$ cat src/rtl/csa_stream_accum_pkg.sv
// Shared types and width helpers for the carry-save streaming accumulator.
package csa_stream_accum_pkg;

  typedef enum logic [1:0] {
    ST_ACC     = 2'd0,
    ST_RESOLVE = 2'd1,
    ST_OUT     = 2'd2
  } state_e;

  function automatic int unsigned out_w_f(input int unsigned width, input int unsigned max_ops);
    return width + $clog2(max_ops);
  endfunction

  function automatic int unsigned cnt_w_f(input int unsigned max_ops);
    return $clog2(max_ops + 1);
  endfunction

endpackage

$ cat src/rtl/csa_3to2_row.sv
// One row of W independent full adders (3:2 compressor); carry alignment is left to the caller.
module csa_3to2_row #(
  parameter int unsigned W = 6
) (
  input  logic [W-1:0] a_i,
  input  logic [W-1:0] b_i,
  input  logic [W-1:0] d_i,
  output logic [W-1:0] s_o,
  output logic [W-1:0] c_o
);

  always_comb begin
    s_o = a_i ^ b_i ^ d_i;
    c_o = (a_i & b_i) | (a_i & d_i) | (b_i & d_i);
  end

endmodule

$ cat src/rtl/csa_stream_accum.sv
// Streaming multi-operand adder: carry-save accumulation per beat, one resolve add per frame.
// Optional threshold compare outputs when CSA_STREAM_ACCUM_THRESH_EN is defined.
module csa_stream_accum
  import csa_stream_accum_pkg::*;
#(
  parameter  int unsigned WIDTH   = 4,
  parameter  int unsigned MAX_OPS = 4,
  localparam int unsigned OUT_W   = out_w_f(WIDTH, MAX_OPS),
  localparam int unsigned CNT_W   = cnt_w_f(MAX_OPS)
) (
  input  logic             clk,
  input  logic             rst_n,
  input  logic             in_valid,
  output logic             in_ready,
  input  logic [WIDTH-1:0] in_data,
  input  logic             in_last,
  output logic             out_valid,
  input  logic             out_ready,
  output logic [OUT_W-1:0] out_sum,
  output logic [CNT_W-1:0] out_count,
`ifdef CSA_STREAM_ACCUM_THRESH_EN
  input  logic [OUT_W-1:0] thr,
  output logic             out_gt,
  output logic             out_lt,
  output logic             out_eq,
`endif
  output logic             out_ovf
);

  state_e           state_q, state_d;
  logic [OUT_W-1:0] s_q, s_d, c_q, c_d, sum_q, sum_d;
  logic [CNT_W-1:0] cnt_q, cnt_d;
  logic             ovf_q, ovf_d, valid_q, valid_d;
  logic [OUT_W-1:0] c_al, din_ext, row_s, row_c, resolved;
  logic             beat, hshake;

  // Carries are stored unshifted; the shift drops bit OUT_W-1, giving modulo-2^OUT_W sums.
  assign c_al     = c_q << 1;
  assign din_ext  = OUT_W'(in_data);
  assign resolved = s_q + c_al;

  csa_3to2_row #(.W(OUT_W)) u_row (
    .a_i(s_q),
    .b_i(c_al),
    .d_i(din_ext),
    .s_o(row_s),
    .c_o(row_c)
  );

  assign in_ready  = (state_q == ST_ACC);
  assign beat      = in_valid && in_ready;
  assign hshake    = (state_q == ST_OUT) && valid_q && out_ready;
  assign out_valid = valid_q;
  assign out_sum   = sum_q;
  assign out_count = cnt_q;
  assign out_ovf   = ovf_q;

`ifdef CSA_STREAM_ACCUM_THRESH_EN
  logic gt_q, gt_d, lt_q, lt_d, eq_q, eq_d;
  assign out_gt = gt_q;
  assign out_lt = lt_q;
  assign out_eq = eq_q;
`endif

  always_comb begin
    state_d = state_q;
    s_d     = s_q;
    c_d     = c_q;
    cnt_d   = cnt_q;
    ovf_d   = ovf_q;
    sum_d   = sum_q;
    valid_d = valid_q;
`ifdef CSA_STREAM_ACCUM_THRESH_EN
    gt_d = gt_q;
    lt_d = lt_q;
    eq_d = eq_q;
`endif
    unique case (state_q)
      ST_ACC: begin
        if (beat) begin
          s_d = row_s;
          c_d = row_c;
          if (cnt_q == CNT_W'(MAX_OPS)) ovf_d = 1'b1;
          else                          cnt_d = cnt_q + CNT_W'(1);
          if (in_last) state_d = ST_RESOLVE;
        end
      end
      ST_RESOLVE: begin
        sum_d   = resolved;
        state_d = ST_OUT;
`ifdef CSA_STREAM_ACCUM_THRESH_EN
        gt_d = (resolved > thr);
        lt_d = (resolved < thr);
        eq_d = (resolved == thr);
`endif
      end
      ST_OUT: begin
        // Valid is registered one cycle into OUT so it rises two edges after the last beat.
        valid_d = 1'b1;
        if (hshake) begin
          valid_d = 1'b0;
          s_d     = '0;
          c_d     = '0;
          cnt_d   = '0;
          ovf_d   = 1'b0;
          state_d = ST_ACC;
`ifdef CSA_STREAM_ACCUM_THRESH_EN
          gt_d = 1'b0;
          lt_d = 1'b0;
          eq_d = 1'b0;
`endif
        end
      end
      default: state_d = ST_ACC;
    endcase
  end

  always_ff @(posedge clk or negedge rst_n) begin
    if (!rst_n) begin
      state_q <= ST_ACC;
      s_q     <= '0;
      c_q     <= '0;
      cnt_q   <= '0;
      ovf_q   <= 1'b0;
      sum_q   <= '0;
      valid_q <= 1'b0;
`ifdef CSA_STREAM_ACCUM_THRESH_EN
      gt_q <= 1'b0;
      lt_q <= 1'b0;
      eq_q <= 1'b0;
`endif
    end else begin
      state_q <= state_d;
      s_q     <= s_d;
      c_q     <= c_d;
      cnt_q   <= cnt_d;
      ovf_q   <= ovf_d;
      sum_q   <= sum_d;
      valid_q <= valid_d;
`ifdef CSA_STREAM_ACCUM_THRESH_EN
      gt_q <= gt_d;
      lt_q <= lt_d;
      eq_q <= eq_d;
`endif
    end
  end

endmodule
$ cat config.mk
export PLATFORM = sky130hd
export DESIGN_NAME = csa_stream_accum
export DESIGN_NICKNAME = d
export VERILOG_FILES = /design/src/rtl/csa_stream_accum_pkg.sv /design/src/rtl/csa_3to2_row.sv /design/src/rtl/csa_stream_accum.sv
export SDC_FILE = /design/constraint.sdc
export NUM_CORES = 1
export LEC_CHECK = 0
export CORE_MARGIN = 2
export CORE_UTILIZATION = 52
export CTS_CLUSTER_SIZE = 28
export DETAILED_ROUTE_END_ITERATION = 10
export GPL_ROUTABILITY_DRIVEN = 0
export PLACE_DENSITY = 0.75
export SLEW_MARGIN = 15
export SYNTH_ARGS = -nofsm -noshare
export SYNTH_HDL_FRONTEND = slang
export SYNTH_HIERARCHICAL = 1
export SYNTH_SLANG_ARGS = --single-unit
$ cat constraint.sdc
create_clock -name clk -period 2.1 [get_ports clk]
set_input_delay 0.42 -clock clk [delete_from_list [all_inputs] [get_ports clk]]
set_output_delay 0.42 -clock clk [all_outputs]
set_load 0.05 [all_outputs]
==> summary.txt <==
Outcome -> finished, final reports clean
Skew-Pair Late Insertion Delay -> 0.30 ns
DRC viols -> 0
Met3 WL -> 79 µm
Part of the Yosys area used for sequential elements -> 0.4629
Crit Path Class -> register to primary output
CP Buf/Inv Count -> 1
Mux cell area share after synthesis -> 0
Post-Synth Simple-Gate Area -> 0.1446
Multi-input logic area -> 631.9 µm²
# Post-CTS Setup Buffers -> 0
CP delay by family, top -> buffers and inverters
Critical path origin -> out_count[2]$_DFFE_PN0P_
Core Region -> 2410 µm²
Largest net degree at the start of global routing -> 25
Worst-path clk slew -> 0.13 ns
Highest metal used -> met4
Post-synthesis xor/xnor area fraction -> 0.01350
WL final -> 2325 µm
Die height -> 53.95 µm
Vias in the first global route -> 880
Synth Warn # -> 6
Fin Setup TNS -> 0 ns
Final ANT Viol Nets -> 0
Static Leak -> 0.7132 nW
Pre-CTS WS -> 0.3505 ns
CTS Hold Bufs -> 0
FILL cells -> 185
Die width -> 53.95 µm
Post-CTS sizing -> 0
Power density over the cells -> 1523 nW/µm²
Max-cap violations -> 0
RSZ-0062 raised after global routing -> false
Critical Path AT -> 1.56 ns
Die area -> 2911 µm²
Vias -> 890
Critical-path maximum fanout -> 5
DP Area -> 1524 µm²
Synth Area in Adders -> 0.1659
CP required -> 1.68 ns
Netlist cell types -> 33
Final hold vios -> 0
#FFs+latches synth -> 24
Ports -> 21
CTS Buffer Depth -> 2
Final cell count without fillers -> 167
Clk_skew -> 0.002646 ns
N_diodes -> 0
DR vias/cell -> 5.329
Crit Reg-Reg Startpoint -> c_q[0]$_DFFE_PN0P_
Clock Sinks -> 24
Post-synthesis cell count -> 114
Initial antenna violation count -> 0
Port buffer count -> 20
Max Fclk -> 504.2 MHz
Area growth syn-to-layout -> 19.19%
Wire per inst -> 13.92 µm
Levels on crit path -> 1
Tightest Pin Transition -> 0.5011 ns
Initial Util -> 0.5384
Clock root cell -> clkbuf_4
Slew Viols, Final -> 0
H-tree levels -> 1
RR Endpoint -> out_sum[5]$_DFFE_PN0N_
Hold slack final -> 0.4482 ns
R2R depth -> 6
GRT Total Usage -> 0.1872
Post-synth EDFFs -> 0
Slew HR -> 0.6649
Post-synthesis cell area -> 1297 µm²
Final instance area -> 1546 µm²
Drt pass-1 iters -> 4
WL met2 -> 1134 µm
Critical-path cell list -> clkdlybuf4s50_1
VDD IR-drop max -> 0.9672 mV
Num CTS Buffers -> 3
Final net count -> 161
Number of placed cells counting well taps -> 164
Main combinational cell family by area after synthesis -> adder cells
Crit. End Element -> primary output
Top FF cell, synth -> dfrtp_1
CP peak stage delay -> 0.83 ns
M1 WL -> 1095 µm
Startpoint types -> register
Syn avg cell area -> 11.38 µm²
Fin crit share -> 0.9444
Iteration-0 DRC Markers -> 12
Total congestion overflow -> 0
CTS tree -> built
Post-synthesis compound-gate area fraction -> 0.1543
Setup violators final -> 0
Design Power -> 2.355 mW
Post-layout util -> 0.6417
Async SR Flop Fraction -> 1.000
Slowest cell on crit path -> clkdlybuf4s50_1
R2R setup slack -> 0.33 ns
Setup ws final -> 0.1168 ns
Post-detail-place hpwl -> 1776 µm
Register Area -> 600.6 µm²
Worst min path class -> input port to asynchronous set/reset pin
Global-route wire length before repair -> 3864 µm
Crit path to -> out_count[2]
Share of layout cells above drive strength 1 -> 0.07299
# rows -> 18
Minimum clock period -> 1.983 ns
==> synthesized netlist by cell type, types with 2 or more instances <==
cell type | count | area (µm²)
buf_6 | 2 | 22.52
xor2_1 | 2 | 17.52
inv_1 | 9 | 33.78
ha_1 | 6 | 75.07
or3_1 | 2 | 12.51
nand2b_1 | 2 | 12.51
o21ai_0 | 2 | 10.01
a22o_1 | 11 | 96.34
nand3_1 | 2 | 10.01
nand2_1 | 13 | 48.80
a21oi_1 | 6 | 30.03
dfrtp_1 | 24 | 600.6
nand4b_1 | 2 | 17.52
o311ai_1 | 2 | 17.52
nor2_1 | 5 | 18.77
fa_1 | 7 | 140.1
==> layout by cell type (no fill, tap or decap), drive strengths merged, types with 3 or more instances in the layout <==
master / count
clkdlybuf4s50: 19
a22o: 11
fa: 7
nor2: 6
inv: 9
dfrtp: 24
nand2: 13
conb: 3
clkbuf: 3
buf: 4
ha: 6
a21oi: 6
==> per-layer routing <==
layer	vias up	track usage
met5	-	0
met4	0	0.05556
met3	2	0.04167
met2	14	0.2988
met1	433	0.2545
li1	441	-
==> cell families after synthesis <==
group,count (synthesis)
adder cells (fa/ha/maj),13
AO/OA/AOI/OAI,26
AND/OR/NAND/NOR,34
other,1
flip-flops,24
XOR/XNOR,2
buffers and inverters,14
==> cell type report <==
cell class / instances / area share
Clock buffer: 3 / 0.01456
Inverter: 9 / 0.02184
Multi-Input combinational cell: 78 / 0.4086
Sequential cell: 24 / 0.3884
Tap cell: 30 / 0.02427
Timing Repair Buffer: 23 / 0.1424
==> how the worst min path moves through the flow <==
stage,depth (start not counted),endpoint,slack [ns],from
final,2,out_sum[2]$_DFFE_PN0N_,0.45,rst_n
after global routing,2,out_sum[2]$_DFFE_PN0N_,0.49,rst_n
after CTS,2,state_q[1]$_DFFE_PN0P_,0.46,rst_n
after detailed placement,2,out_sum[1]$_DFFE_PN0N_,0.48,out_sum[1]$_DFFE_PN0N_
after global placement,2,out_sum[0]$_DFFE_PN0N_,0.46,out_sum[0]$_DFFE_PN0N_
after floorplan,0,c_q[0]$_DFFE_PN0P_,0.12,rst_n
==> sequential cells by signal, summed over array words and instances, names as in the netlist <==
register and cells:
out_valid 1, out_sum 6, out_count 3, state_q 2
s_q 6, out_ovf 1, c_q 5
==> power breakdown <==
part           internal, mW  total, mW  switching (mW)
combinational         0.517       1.29           0.770
sequential            0.657      0.870           0.213
clock                0.0669      0.199           0.132
total                  1.24       2.36            1.11
Power figures use the tool's default switching activity.
==> patch: new RTL, config.mk and constraints unchanged <==
`s_q`, `c_q` and `sum_q` no longer have a reset.
--- a/src/rtl/csa_stream_accum.sv
+++ b/src/rtl/csa_stream_accum.sv
@@ -118,11 +118,8 @@
   always_ff @(posedge clk or negedge rst_n) begin
     if (!rst_n) begin
       state_q <= ST_ACC;
-      s_q     <= '0;
-      c_q     <= '0;
       cnt_q   <= '0;
       ovf_q   <= 1'b0;
-      sum_q   <= '0;
       valid_q <= 1'b0;
 `ifdef CSA_STREAM_ACCUM_THRESH_EN
       gt_q <= 1'b0;
@@ -131,11 +128,8 @@
 `endif
     end else begin
       state_q <= state_d;
-      s_q     <= s_d;
-      c_q     <= c_d;
       cnt_q   <= cnt_d;
       ovf_q   <= ovf_d;
-      sum_q   <= sum_d;
       valid_q <= valid_d;
 `ifdef CSA_STREAM_ACCUM_THRESH_EN
       gt_q <= gt_d;
@@ -145,4 +139,10 @@
     end
   end
 
+  always_ff @(posedge clk) begin
+    s_q   <= s_d;
+    c_q   <= c_d;
+    sum_q <= sum_d;
+  end
+
 endmodule
Behaviour: not the same (a bounded check fails within 4 cycles, from zero or initial values and one cycle with rst_n low).
==> patch against the unedited design <==
Via count fell by 9.6%. Sequential cell count did not move. Global-route usage barely moved. Wire length fell by 8.8%. Setup slack got worse by 44 ps. Design area fell by 0.48%. Area after synthesis fell by 4.7%. Power rose by 8.3%. Largest cell class is now registers.
==> patch: results (changes against the unedited design) <==
Status
  • Outcome: finished, final reports clean

Synthesis
  • Ys async rst share: 0.292 (-0.708)
  • Top cells by instance count after synthesis: edfxtp_1, and2_1, dfrtp_1, fa_1, inv_1
  • Cell variety after synth: 24 (-27%)
  • Post-synthesis sequential area ratio: 0.555 (+0.0918)
  • Leading post-synthesis cells by cell area: edfxtp_1, dfrtp_1, fa_1, ha_1, and2_1
  • EDFF count, synth: 17 (+17)

Clocking
  • Clk_lat worst skew: 320 ps (+20 ps)
  • Clock Sinks: 24 (unchanged)

Placed design
  • DP Area: 1490 µm² (-2.5%)
  • PortBufs: 20 (unchanged)
  • DP Wirelength: 1.63 mm (-8.4%)

Critical path
  • Worst reg2reg path depth: 6 (unchanged)
  • Reg-to-Reg Start: c_q[0]$_SDFFCE_PN0P_
  • CP max FO: 6 (+1)
  • Critical path arrival: 1610 ps (+50 ps)

STA
  • Slew headroom: 0.663 (-0.00223)
  • Skew final: 9.58 ps (+6.94 ps)

GRT
  • Vias in the first global route: 793 (-9.9%)
  • Largest net degree at the start of global routing: 15 (-40%)
  • First-pass GRT wire length: 3.56 mm (-7.9%)
  • Gr usage total: 0.187 (-0.000472)

Power and ir drop
  • Int Power: 1.52 mW (+23%)
  • Leak: 0.629 nW (-12%)
  • Peak VDD IR: 980 µV (+1.3%)

Layout
  • Share of layout cells above drive strength 1: 0.0917 (+0.0187)
  • # diodes: 0 (unchanged)
  • Fillers: 177 (-4.3%)
  • Area growth from synthesis to layout: 24.5%
  • Layout Nets: 143 (-11%)

Routing
  • DR iter-0 viols: 10 (-2)
  • Vias per cell: 5.44 (+2.1%)
  • Routed WL per cell: 14.3 µm (+2.9%)
==> patch: path summary, 6_finish.rpt <==
path / end / slack [ps]
setup reg to reg: out_sum[5]$_DFFE_PN_ / 370
hold reg to reg: out_sum[0]$_DFFE_PN_ / 530
setup / recovery: out_count[2] / 70
max in group asynchronous: out_ovf$_DFFE_PN0P_ / 1490
min in group clk: out_sum[0]$_DFFE_PN_ / 530
hold / removal: out_valid$_DFFE_PN0N_ / 350
==> patch: power by group through the flow <==
stage               clock network [mW]  logic (mW)  registers [mW]
floorplan                            0       0.623            1.22
global placement                     0        1.18           0.990
detailed placement                   0        1.23           0.999
CTS                              0.341        1.25           0.985
global route                     0.360        1.35            1.01
finish                           0.336        1.23           0.980
==> patch: per-stage QoR <==
stage                     total power [mW]  hold slack, ps  std cells  setup slack (ps)
after floorplan                       1.84             124         95               128
after global placement                2.17             497        144               345
after detailed placement              2.23             481        144               332
after CTS                             2.57             350        148              64.7
after global routing                  2.73             345        148              2.97
final                                 2.55             350        148              72.4
==> patch: logic make-up after synthesis <==
family                   share of synthesized area
AO/OA/AOI/OAI                               0.0769
XOR/XNOR                                    0.0283
adder cells (fa/ha/maj)                      0.174
buffers and inverters                       0.0253
flip-flops                                   0.555
other                                      0.00303
AND/OR/NAND/NOR                              0.138
==> patch: cell type report <==
cell class              count  area share
clock inverters             1      0.0195
well taps                  28      0.0228
multi-input cells          63       0.342
repair buffers             22       0.138
inverters                   7      0.0171
clock buffers               3      0.0146
flip-flops and latches     24       0.446
==> patch: per-layer routing <==
| layer | global-route usage | wire, µm | vias to the layer above |
|---|---|---|---|
| met3 | 0.0343 | 63 | 6 |
| met1 | 0.234 | 921 | 404 |
| li1 | - | - | 374 |
| met4 | 0.103 | 46 | 0 |
| met5 | 0 | 0 | - |
| met2 | 0.304 | 1090 | 21 |
